===== src/rtl/multu_hilo_pkg.sv =====
`default_nettype none
// ============================================================================
//  Module      : multu_hilo_pkg
//  Description : Shared constants for the sequential unsigned multiplier
//                with architectural HI/LO registers. Holds the default
//                operand width, the fixed iteration count and the
//                controller state encoding.
//  Revision    : 1.0  initial release
// ============================================================================
package multu_hilo_pkg;

    // Default operand width; the product is twice this wide.
    localparam int MUL_WIDTH   = 32;
    // One shift-add step per multiplier bit, independent of operand value.
    localparam int ITER_COUNT  = 32;
    // Default iteration counter width (2**6 > 32).
    localparam int MUL_CNT_W   = 6;

    // Controller state encoding.
    localparam logic [1:0] ST_IDLE = 2'b00;
    localparam logic [1:0] ST_RUN  = 2'b01;
    localparam logic [1:0] ST_DONE = 2'b10;

endpackage : multu_hilo_pkg
`default_nettype wire


===== src/rtl/multu_hilo_mul_datapath.sv =====
`default_nettype none
// ============================================================================
//  Module      : mul_datapath
//  Description : Shift-add datapath. Holds the captured multiplicand, the
//                2*WIDTH-bit product/multiplier shift register, the
//                (WIDTH+1)-bit adder and the iteration counter.
//  Ports       : clk, rst        - clock, synchronous active-high reset
//                load            - capture dataA/dataB and clear the counter
//                step            - perform one shift-add iteration
//                dataA, dataB    - multiplicand, multiplier
//                prod_next       - product register value after this step
//                last            - this step is the final iteration
//  Revision    : 1.0  initial release
// ============================================================================
module mul_datapath
    import multu_hilo_pkg::*;
#(
    parameter int WIDTH = MUL_WIDTH,
    parameter int CNT_W = MUL_CNT_W
) (
    input  logic                 clk,
    input  logic                 rst,
    input  logic                 load,
    input  logic                 step,
    input  logic [WIDTH-1:0]     dataA,
    input  logic [WIDTH-1:0]     dataB,
    output logic [2*WIDTH-1:0]   prod_next,
    output logic                 last
);

    localparam logic [CNT_W-1:0] LAST_CNT = CNT_W'(WIDTH);

    logic [WIDTH-1:0]   mcand;
    logic [2*WIDTH-1:0] prod;
    logic [CNT_W-1:0]   cnt;
    logic [CNT_W-1:0]   cnt_next;
    logic [WIDTH:0]     sum;

    // The carry out of the add becomes the new MSB, so the right shift
    // never loses product bits and needs no separate zero fill.
    always_comb begin
        sum       = {1'b0, prod[2*WIDTH-1:WIDTH]}
                  + (prod[0] ? {1'b0, mcand} : {(WIDTH+1){1'b0}});
        prod_next = {sum, prod[WIDTH-1:1]};
        cnt_next  = cnt + 1'b1;
        last      = step && (cnt_next == LAST_CNT);
    end

    always_ff @(posedge clk) begin
        if (rst) begin
            mcand <= '0;
            prod  <= '0;
            cnt   <= '0;
        end else if (load) begin
            mcand <= dataA;
            prod  <= {{WIDTH{1'b0}}, dataB};
            cnt   <= '0;
        end else if (step) begin
            prod  <= prod_next;
            cnt   <= cnt_next;
        end
    end

endmodule : mul_datapath
`default_nettype wire


===== src/rtl/multu_hilo.sv =====
`default_nettype none
// ============================================================================
//  Module      : multu_hilo
//  Description : Sequential unsigned WIDTHxWIDTH multiplier with HI/LO
//                registers for the EX stage. A start in IDLE runs WIDTH
//                shift-add iterations, then commits the full product to
//                HI/LO and pulses done. mthi/mtlo writes are taken in IDLE.
//  Ports       : clk, rst        - clock, synchronous active-high reset
//                start           - begin dataA*dataB (IDLE only)
//                dataA, dataB    - multiplicand / multiplier; dataA also
//                                  feeds mthi/mtlo
//                wr_hi, wr_lo    - load HI / LO from dataA (IDLE only)
//                sel_hi          - read select for hilo_out
//                busy            - iterating; stalls the front end
//                done            - one-cycle pulse when HI/LO updated
//                hi, lo          - architectural HI / LO
//                hilo_out        - sel_hi ? hi : lo
//  Revision    : 1.0  initial release
// ============================================================================
module multu_hilo
    import multu_hilo_pkg::*;
#(
    parameter int WIDTH = MUL_WIDTH,
    parameter int CNT_W = MUL_CNT_W
) (
    input  logic               clk,
    input  logic               rst,
    input  logic               start,
    input  logic [WIDTH-1:0]   dataA,
    input  logic [WIDTH-1:0]   dataB,
    input  logic               wr_hi,
    input  logic               wr_lo,
    input  logic               sel_hi,
    output logic               busy,
    output logic               done,
    output logic [WIDTH-1:0]   hi,
    output logic [WIDTH-1:0]   lo,
    output logic [WIDTH-1:0]   hilo_out
);

    logic [1:0]         state;
    logic               dp_load;
    logic               dp_step;
    logic [2*WIDTH-1:0] prod_next;
    logic               last;

    assign dp_load  = (state == ST_IDLE) && start;
    assign dp_step  = (state == ST_RUN);
    assign busy     = (state == ST_RUN);
    assign done     = (state == ST_DONE);
    assign hilo_out = sel_hi ? hi : lo;

    mul_datapath #(
        .WIDTH (WIDTH),
        .CNT_W (CNT_W)
    ) u_datapath (
        .clk       (clk),
        .rst       (rst),
        .load      (dp_load),
        .step      (dp_step),
        .dataA     (dataA),
        .dataB     (dataB),
        .prod_next (prod_next),
        .last      (last)
    );

    // HI/LO change only on a committed product or an IDLE mthi/mtlo, so a
    // reset during RUN leaves no partial result behind.
    always_ff @(posedge clk) begin
        if (rst) begin
            state <= ST_IDLE;
            hi    <= '0;
            lo    <= '0;
        end else begin
            case (state)
                ST_IDLE: begin
                    if (start) begin
                        // start takes priority; concurrent writes are dropped
                        state <= ST_RUN;
                    end else begin
                        if (wr_hi) hi <= dataA;
                        if (wr_lo) lo <= dataA;
                    end
                end
                ST_RUN: begin
                    if (last) begin
                        hi    <= prod_next[2*WIDTH-1:WIDTH];
                        lo    <= prod_next[WIDTH-1:0];
                        state <= ST_DONE;
                    end
                end
                ST_DONE: begin
                    state <= ST_IDLE;
                end
                default: begin
                    state <= ST_IDLE;
                end
            endcase
        end
    end

endmodule : multu_hilo
`default_nettype wire


===== config.mk =====
export PLATFORM = sky130hd
export DESIGN_NAME = multu_hilo
export DESIGN_NICKNAME = d
export VERILOG_FILES = /design/src/rtl/multu_hilo_pkg.sv /design/src/rtl/multu_hilo_mul_datapath.sv /design/src/rtl/multu_hilo.sv
export SDC_FILE = /design/constraint.sdc
export NUM_CORES = 1
export LEC_CHECK = 0
export BUFFER_PORTS_ARGS = -buffer_cell sky130_fd_sc_hd__buf_2
export CORE_AREA = 3 3 136 138
export DETAILED_ROUTE_END_ITERATION = 10
export DIE_AREA = 0 0 139 141
export GPL_TIMING_DRIVEN = 1
export PLACE_DENSITY_LB_ADDON = 0.05
export SYNTH_ARGS = -nofsm -noshare
export SYNTH_HDL_FRONTEND = slang
export SYNTH_SLANG_ARGS = --single-unit

===== constraint.sdc =====
create_clock -name clk -period 8.6 [get_ports clk]
set_input_delay 0.43 -clock clk [delete_from_list [all_inputs] [get_ports clk]]
set_output_delay 0.43 -clock clk [all_outputs]
set_load 0.1 [all_outputs]

==> metrics.txt, run 1 <==
Peak VDD IR=between 0.15 and 0.2 mV; pwr/cell area=between 200 and 250 nW/um2; vias in the first global route=7711; DRC Markers=0; worst-path fanout max=33; Worst Path Required=8.90 ns; Hold Path Class=in2reg; clock sinks=roughly 170; clock latency on the worst-skew pair=approximately 0.43 ns; MaxCap Viol Count=0; root buffer cell=clkbuf_16; first-pass GRT wire length=roughly 42000 um; status=complete, no violations; CTS buffer count=17; met3 Usage GRT=0.0499; setup total negative slack=0 ns; pins over their slew limit=0; DR vias=between 8k and 9k; Mapped Area=8660 um2; Synth Register Bits=approximately 170; die area=19600 um2; Worst-Margin Slew=approximately 1.0 ns; top-area cell type share of the netlist area=0.388; CTS tree=built; post-route insts no fill=roughly 1.4k; Std-Cell Core Area=between 15000 and 20000 um2; Post-Syn Instances=roughly 1.1k; row count=48; Syn Nets=between 1k and 1.5k; top_reg_cell synth=dfxtp_1; grt met2 use=0.454; clk buf depth=2; # setup viols final=0; Arr. time, crit path=approximately 3.9 ns; GR Util met1=0.329; warnings from Yosys=0; Avg WL per Cell=between 15 and 20 um; Final GP Congestion=around 0.94; Horiz. Die Dim=roughly 140 um; final period utilization=0.420; Reg clk slew, reported paths=roughly 0.08 ns; H-tree levels=4; Setup CP Type=reg2reg; highest clock rate=~280 MHz; Post-Place Cells=around 1.4k; Async SR Flop Fraction=0; synth top area cells=dfxtp_1, nand2_1, a21oi_1; layout net count=about 1.3k; number of synthesized flops with an enable pin=0; final wirelength=26200 um; Post-CTS Setup Bufs=0; IO Pins=between 150 and 200; hold_ws=0.258 ns; slew margin rel.=0.311; Worst Skew=roughly 0.012 ns; top post-synthesis cells by count=nand2_1, dfxtp_1, a21oi_1; largest net degree at the start of global routing=between 90 and 100; Detailed Place HPWL=~19000 um; most common cell in the netlist=nand2_1; Final Critical Period=around 3.6 ns; PortBufs=between 150 and 200; total track usage=0.263; Leakage=approximately 4.3 nW; initial antenna violation count=0; Cell variety after synth=73; global route total overflow=0; Yosys top cell by area=dfxtp_1; unrepaired setup endpoints after global routing=false; Post-DRT Antenna Nets=0; via/cell ratio=~5.7; post_cts resized=0; Worst setup SP type=flop; hold_buf cts=0; area added between synthesis and finish=17.6%; Synth Area per Inst=about 8 um2; GRT busiest layer=met2; fill count=roughly 1.7k; Hold Vio Cnt, Final=0; Initial Util=0.501; post-synthesis sequential area ratio=0.388; initial DRC count=between 500 and 600; CP endpoint kind=flop; Initial DRT Pass Iterations=5; Die Y=141 um; share of post-route cells with drive strength above 1=0.224
## area by class of cell
class / instances / area [um2] / area share
diodes: 1 / 2.50 / 0.000246
multi-input cells: 828 / 4990 / 0.490
well taps: 225 / 282 / 0.0276
flip-flops and latches: 168 / 3360 / 0.330
clock inverters: 15 / 178 / 0.0174
clock buffers: 17 / 425 / 0.0418
inverters: 9 / 33.8 / 0.00332
repair buffers: 176 / 906 / 0.0890
## cell families (layout without fill, tap and decap cells)
kind of cell,Yosys count,in the layout,synth area share
other cells,0,1,0
buf+inv,82,217,0.0364
fa+ha+maj,34,34,0.0500
compound gates,278,278,0.223
flops,168,168,0.388
simple gates,449,449,0.224
xor+xnor,31,31,0.0314
mux,36,36,0.0467
## critical path, cell delays in order, from the launching register on
cell	delay [ns]
dfxtp_1	0.65
and2_1	0.35
ha_1	0.23
fa_1	0.40
a21oi_1	0.27
o211a_1	0.24
nand3_2	0.08
a41o_2	0.33
a221oi_4	0.35
o21ai_2	0.15
a2111oi_4	0.35
o31ai_2	0.10
## sequential cells by signal, indices dropped and copies added, names as in the netlist
| signal | flops |
|---|---|
| hi | 32 |
| lo | 32 |
| state | 2 |
| u_datapath.cnt | 6 |
| u_datapath.mcand | 32 |
| u_datapath.prod | 64 |
## metrics by stage
step	setup WS [ns]	power (W)	area [um2]	utilization
final	4.99	0.00210	10200	0.589
after global placement	5.04	0.00133	9580	0.554
after floorplan	5.60	0.00123	8660	-
after CTS	4.97	0.00211	10200	0.589
after global routing	4.72	0.00217	10200	0.589
after detailed placement	4.99	0.00133	9580	0.554
## metal layers
layer  vias to the layer above  routed length, um
li1                       4065                  -
met1                      3794              11100
met2                       237              13000
met3                        40               1290
met4                         0                833
met5                         -                  0
## placed cells by master (no fill, tap or decap), drive strengths merged, types with 4 or more instances in the layout
| cell | n |
|---|---|
| nand2 | 267 |
| buf | 176 |
| dfxtp | 168 |
| a21oi | 95 |
| nor2 | 88 |
| a311oi | 53 |
| a31oi | 39 |
| o21ai | 37 |
| mux2 | 35 |
| and2 | 34 |
| ha | 33 |
| xor2 | 18 |
| inv | 18 |
| clkbuf | 17 |
| nand3 | 14 |
| xnor2 | 13 |
| a21o | 11 |
| nand4 | 8 |
| and3 | 6 |
| o21a | 6 |
| o211ai | 6 |
| nor2b | 5 |
| nor3 | 5 |
| nor4 | 5 |
| or3 | 4 |
| a221oi | 4 |
## power breakdown
part	leakage, nW	switching [W]	internal [W]
clock	0.290	0.000365	0.000418
combinational	2.66	0.000372	0.0000896
sequential	1.37	0.0000333	0.000820
total	4.32	0.000771	0.00133
## path summary, 6_finish.rpt
kind | from | end | slack (ns) | depth (start not counted)
worst max-delay path | u_datapath.prod[0] | hi[31] | 4.99 | 11
worst min register to register | u_datapath.mcand[21] | u_datapath.mcand[21] | 0.45 | 2
worst min-delay path | dataB[22] | u_datapath.prod[22] | 0.26 | 3
worst max register to register | u_datapath.prod[0] | hi[31] | 4.99 | 11
Note: power is estimated with default switching activity, not from simulation.
==> run 2: changes to the inputs <==
ABC_AREA = 1   (was not set)
CORE_AREA = 3 3 142 144   (was 3 3 136 138)
DIE_AREA = 0 0 145 147   (was 0 0 139 141)
clock period = 3.2 ns   (was 8.6 ns; I/O delays follow)
==> run 2 against run 1 <==
Sequential power increased to 2.8 times the previous value. Clock skew about the same. Global-route usage increased by 1.8 points. First-iteration DRC count increased by 40%. Hold slack got worse by 0.25 ns. Critical endpoint is now hi[14]. Largest cell class unchanged. Highest routed layer unchanged.
==> metrics.txt, run 2 <==
status=complete, no violations; CP bufs+invs=2; Avg WL per Cell=~16 um; Async SR Flop Fraction=0; synth top area cells=dfxtp_1, nand2_1, a21oi_1; vias in the first global route=9130; crit-path max cell delay=0.54 ns; root buffer cell=clkbuf_16; RR Endpoint=hi[14]; Pint=around 0.0036 W; Peak VDD IR=between 0.3 and 0.4 mV; Hold Path Class=in2reg; max reg flops=64; critical path, cell by cell=buf_4, nand2_1, inv_1, ha_1, nand3_1, nand3_1, nand2_1, nand2_1, nand2_1, nand2_1, o21ai_0, a21oi_1; Crit path top cell by count=nand2_1; Cell variety after synth=31; final instance area=11300 um2; slew margin rel.=0.327; initial DRC count=around 740; Detailed Place HPWL=roughly 23000 um; die area=21300 um2; Final GP Congestion=0.931; clk buf depth=2; highest metal used=met4; top_reg_cell synth=dfxtp_1; Worst Skew=0.0117 ns; post_cts resized=0; pins over their slew limit=0; worst reg2reg path startpoint=u_datapath.prod[0]; number of synthesized flops with an enable pin=0; Initial DRT Pass Iterations=5; most common cell in the netlist=nand2_1; Post-Syn Instances=between 1.5k and 2k; highest clock rate=~370 MHz; Worst Path Required=3.50 ns; area added between synthesis and finish=18.8%; Top reg by flops=u_datapath.prod; warnings from Yosys=0; met3 wire length=2550 um; DR vias=about 10k; R2R setup slack=0.46 ns; DRC Markers=0; first-pass GRT wire length=roughly 49000 um; Flop pwr share=0.380; Std-Cell Core Area=around 19000 um2; most frequent cells in the layout=nand2_1, inv_1, a21oi_1, dfxtp_1, buf_2; Reg clk slew, reported paths=0.08 ns; # setup viols final=0; power share of the combinational group=0.292; P_sw=~0.0026 W; Synth Register Bits=between 150 and 200; critical path's slowest cell=dfxtp_1; CTS tree=built; PortBufs=around 170; CP delay by family, top=simple AND/OR/NAND/NOR gates; unrepaired setup endpoints after global routing=false; Multi-input gate area=5040 um2; largest net degree at the start of global routing=around 90; CP endpoint kind=flop; Final Critical Period=about 2.7 ns; clock sinks=168; total track usage=0.281; final wirelength=around 31000 um; fill count=~1.9k; Post-Place Setup Slack=between 0.5 and 0.6 ns; IO Pins=168; H-tree levels=4; Post-CTS Setup Bufs=0; final period utilization=0.856; Worst-Margin Slew=between 1 and 1.5 ns; post-synthesis sequential area ratio=0.354; routed wl met2=12700 um; commonest non-fill, non-tap cell in the layout=nand2_1; setup total negative slack=0 ns; row count=50; Hold EP=u_datapath.mcand[0]; met1 wire length=between 15000 and 20000 um; Setup CP Type=reg2reg; layout net count=1790; post-route setup slack=between 0.4 and 0.5 ns; Hold Vio Cnt, Final=0; Die Y=roughly 150 um; top post-synthesis cells by count=nand2_1, inv_1, a21oi_1; hold_ws=roughly 0.0053 ns; FF/Latch Area=approximately 3400 um2; top-area cell type share of the netlist area=0.354; clock latency on the worst-skew pair=between 0.4 and 0.5 ns; global route total overflow=0; Switching Fraction=0.414; Synth Area per Inst=roughly 6.2 um2; Leakage=just under 6 nW; hold path depth=3; worst-path fanout max=23; initial antenna violation count=2; Post-DRT Antenna Nets=0; Arr. time, crit path=approximately 3.0 ns; MaxCap Viol Count=0; pwr/cell area=548 nW/um2; share of post-route cells with drive strength above 1=0.130; Horiz. Die Dim=about 150 um; Worst setup SP type=flop; Initial Util=0.504; Clk network pwr share=0.328; CTS buffer count=17; Syn Nets=between 1.5k and 2k; hold_sp=dataA[0]; Mapped Area=between 9000 and 10000 um2; Placed Area=about 10000 um2; Yosys top cell by area=dfxtp_1; worst r2r path cells=12; via/cell ratio=~5.2
## run 2: logic make-up after synthesis
family                     after synthesis  share of synthesized area
xor gates and xnor gates                 5                    0.00461
buffers and inverters                  283                      0.116
DFF                                    168                      0.354
adders and majority gates               34                     0.0456
AOI/OAI and AO/OA                      340                      0.187
muxes                                    1                    0.00119
and+or+nand+nor                        704                      0.292
## run 2: how the worst max path moves through the flow
stage                             from                   to  slack [ns]  depth (start not counted)
finish              u_datapath.prod[0]               hi[14]        0.46                         12
global route        u_datapath.prod[0]  u_datapath.prod[54]        0.17                         15
CTS                 u_datapath.prod[0]               hi[14]        0.46                         12
detailed placement  u_datapath.prod[0]               hi[14]        0.51                         12
global placement    u_datapath.prod[0]               hi[14]        0.61                         12
floorplan                        lo[0]          hilo_out[0]        0.49                          2
## run 2: tightest hold or removal path, cell delays in order
cell and delay [ns]:
buf_2 0.09, o21ai_0 0.08, nor2_1 0.08
## run 2: metrics by stage
stage	std cells	util	total power, W
after floorplan	1535	-	0.00382
after global placement	1902	0.555	0.00416
after detailed placement	1902	0.555	0.00416
after CTS	1959	0.599	0.00620
after global routing	1961	0.599	0.00640
final	1961	0.599	0.00618
## run 2: cell type report
type                            count  share of cell area
Sequential cell                   168               0.298
Multi-Input combinational cell   1084               0.446
Antenna cell                        2            0.000444
Tap cell                          260              0.0288
Inverter                          212              0.0705
Clock inverter                     13              0.0119
Timing Repair Buffer              203               0.105
Clock buffer                       19              0.0393
## run 2: routing by layer
metal,up-vias,GRT usage
li1,5160,-
met3,40,0.0457
met5,-,0
met4,0,0.0755
met1,4572,0.430
met2,443,0.408
## run 2: power by group through the flow
stage	registers (W)	clock network, W	logic [W]
detailed placement	0.00239	0	0.00177
global route	0.00237	0.00213	0.00190
finish	0.00235	0.00203	0.00180
global placement	0.00240	0	0.00176
CTS	0.00235	0.00205	0.00180
floorplan	0.00297	0	0.000846
## run 2: timing repair
action,in CTS,in global routing
hold buffers,25,0
setup endpoints to repair,0,0
endpoints found under the hold margin,25,0
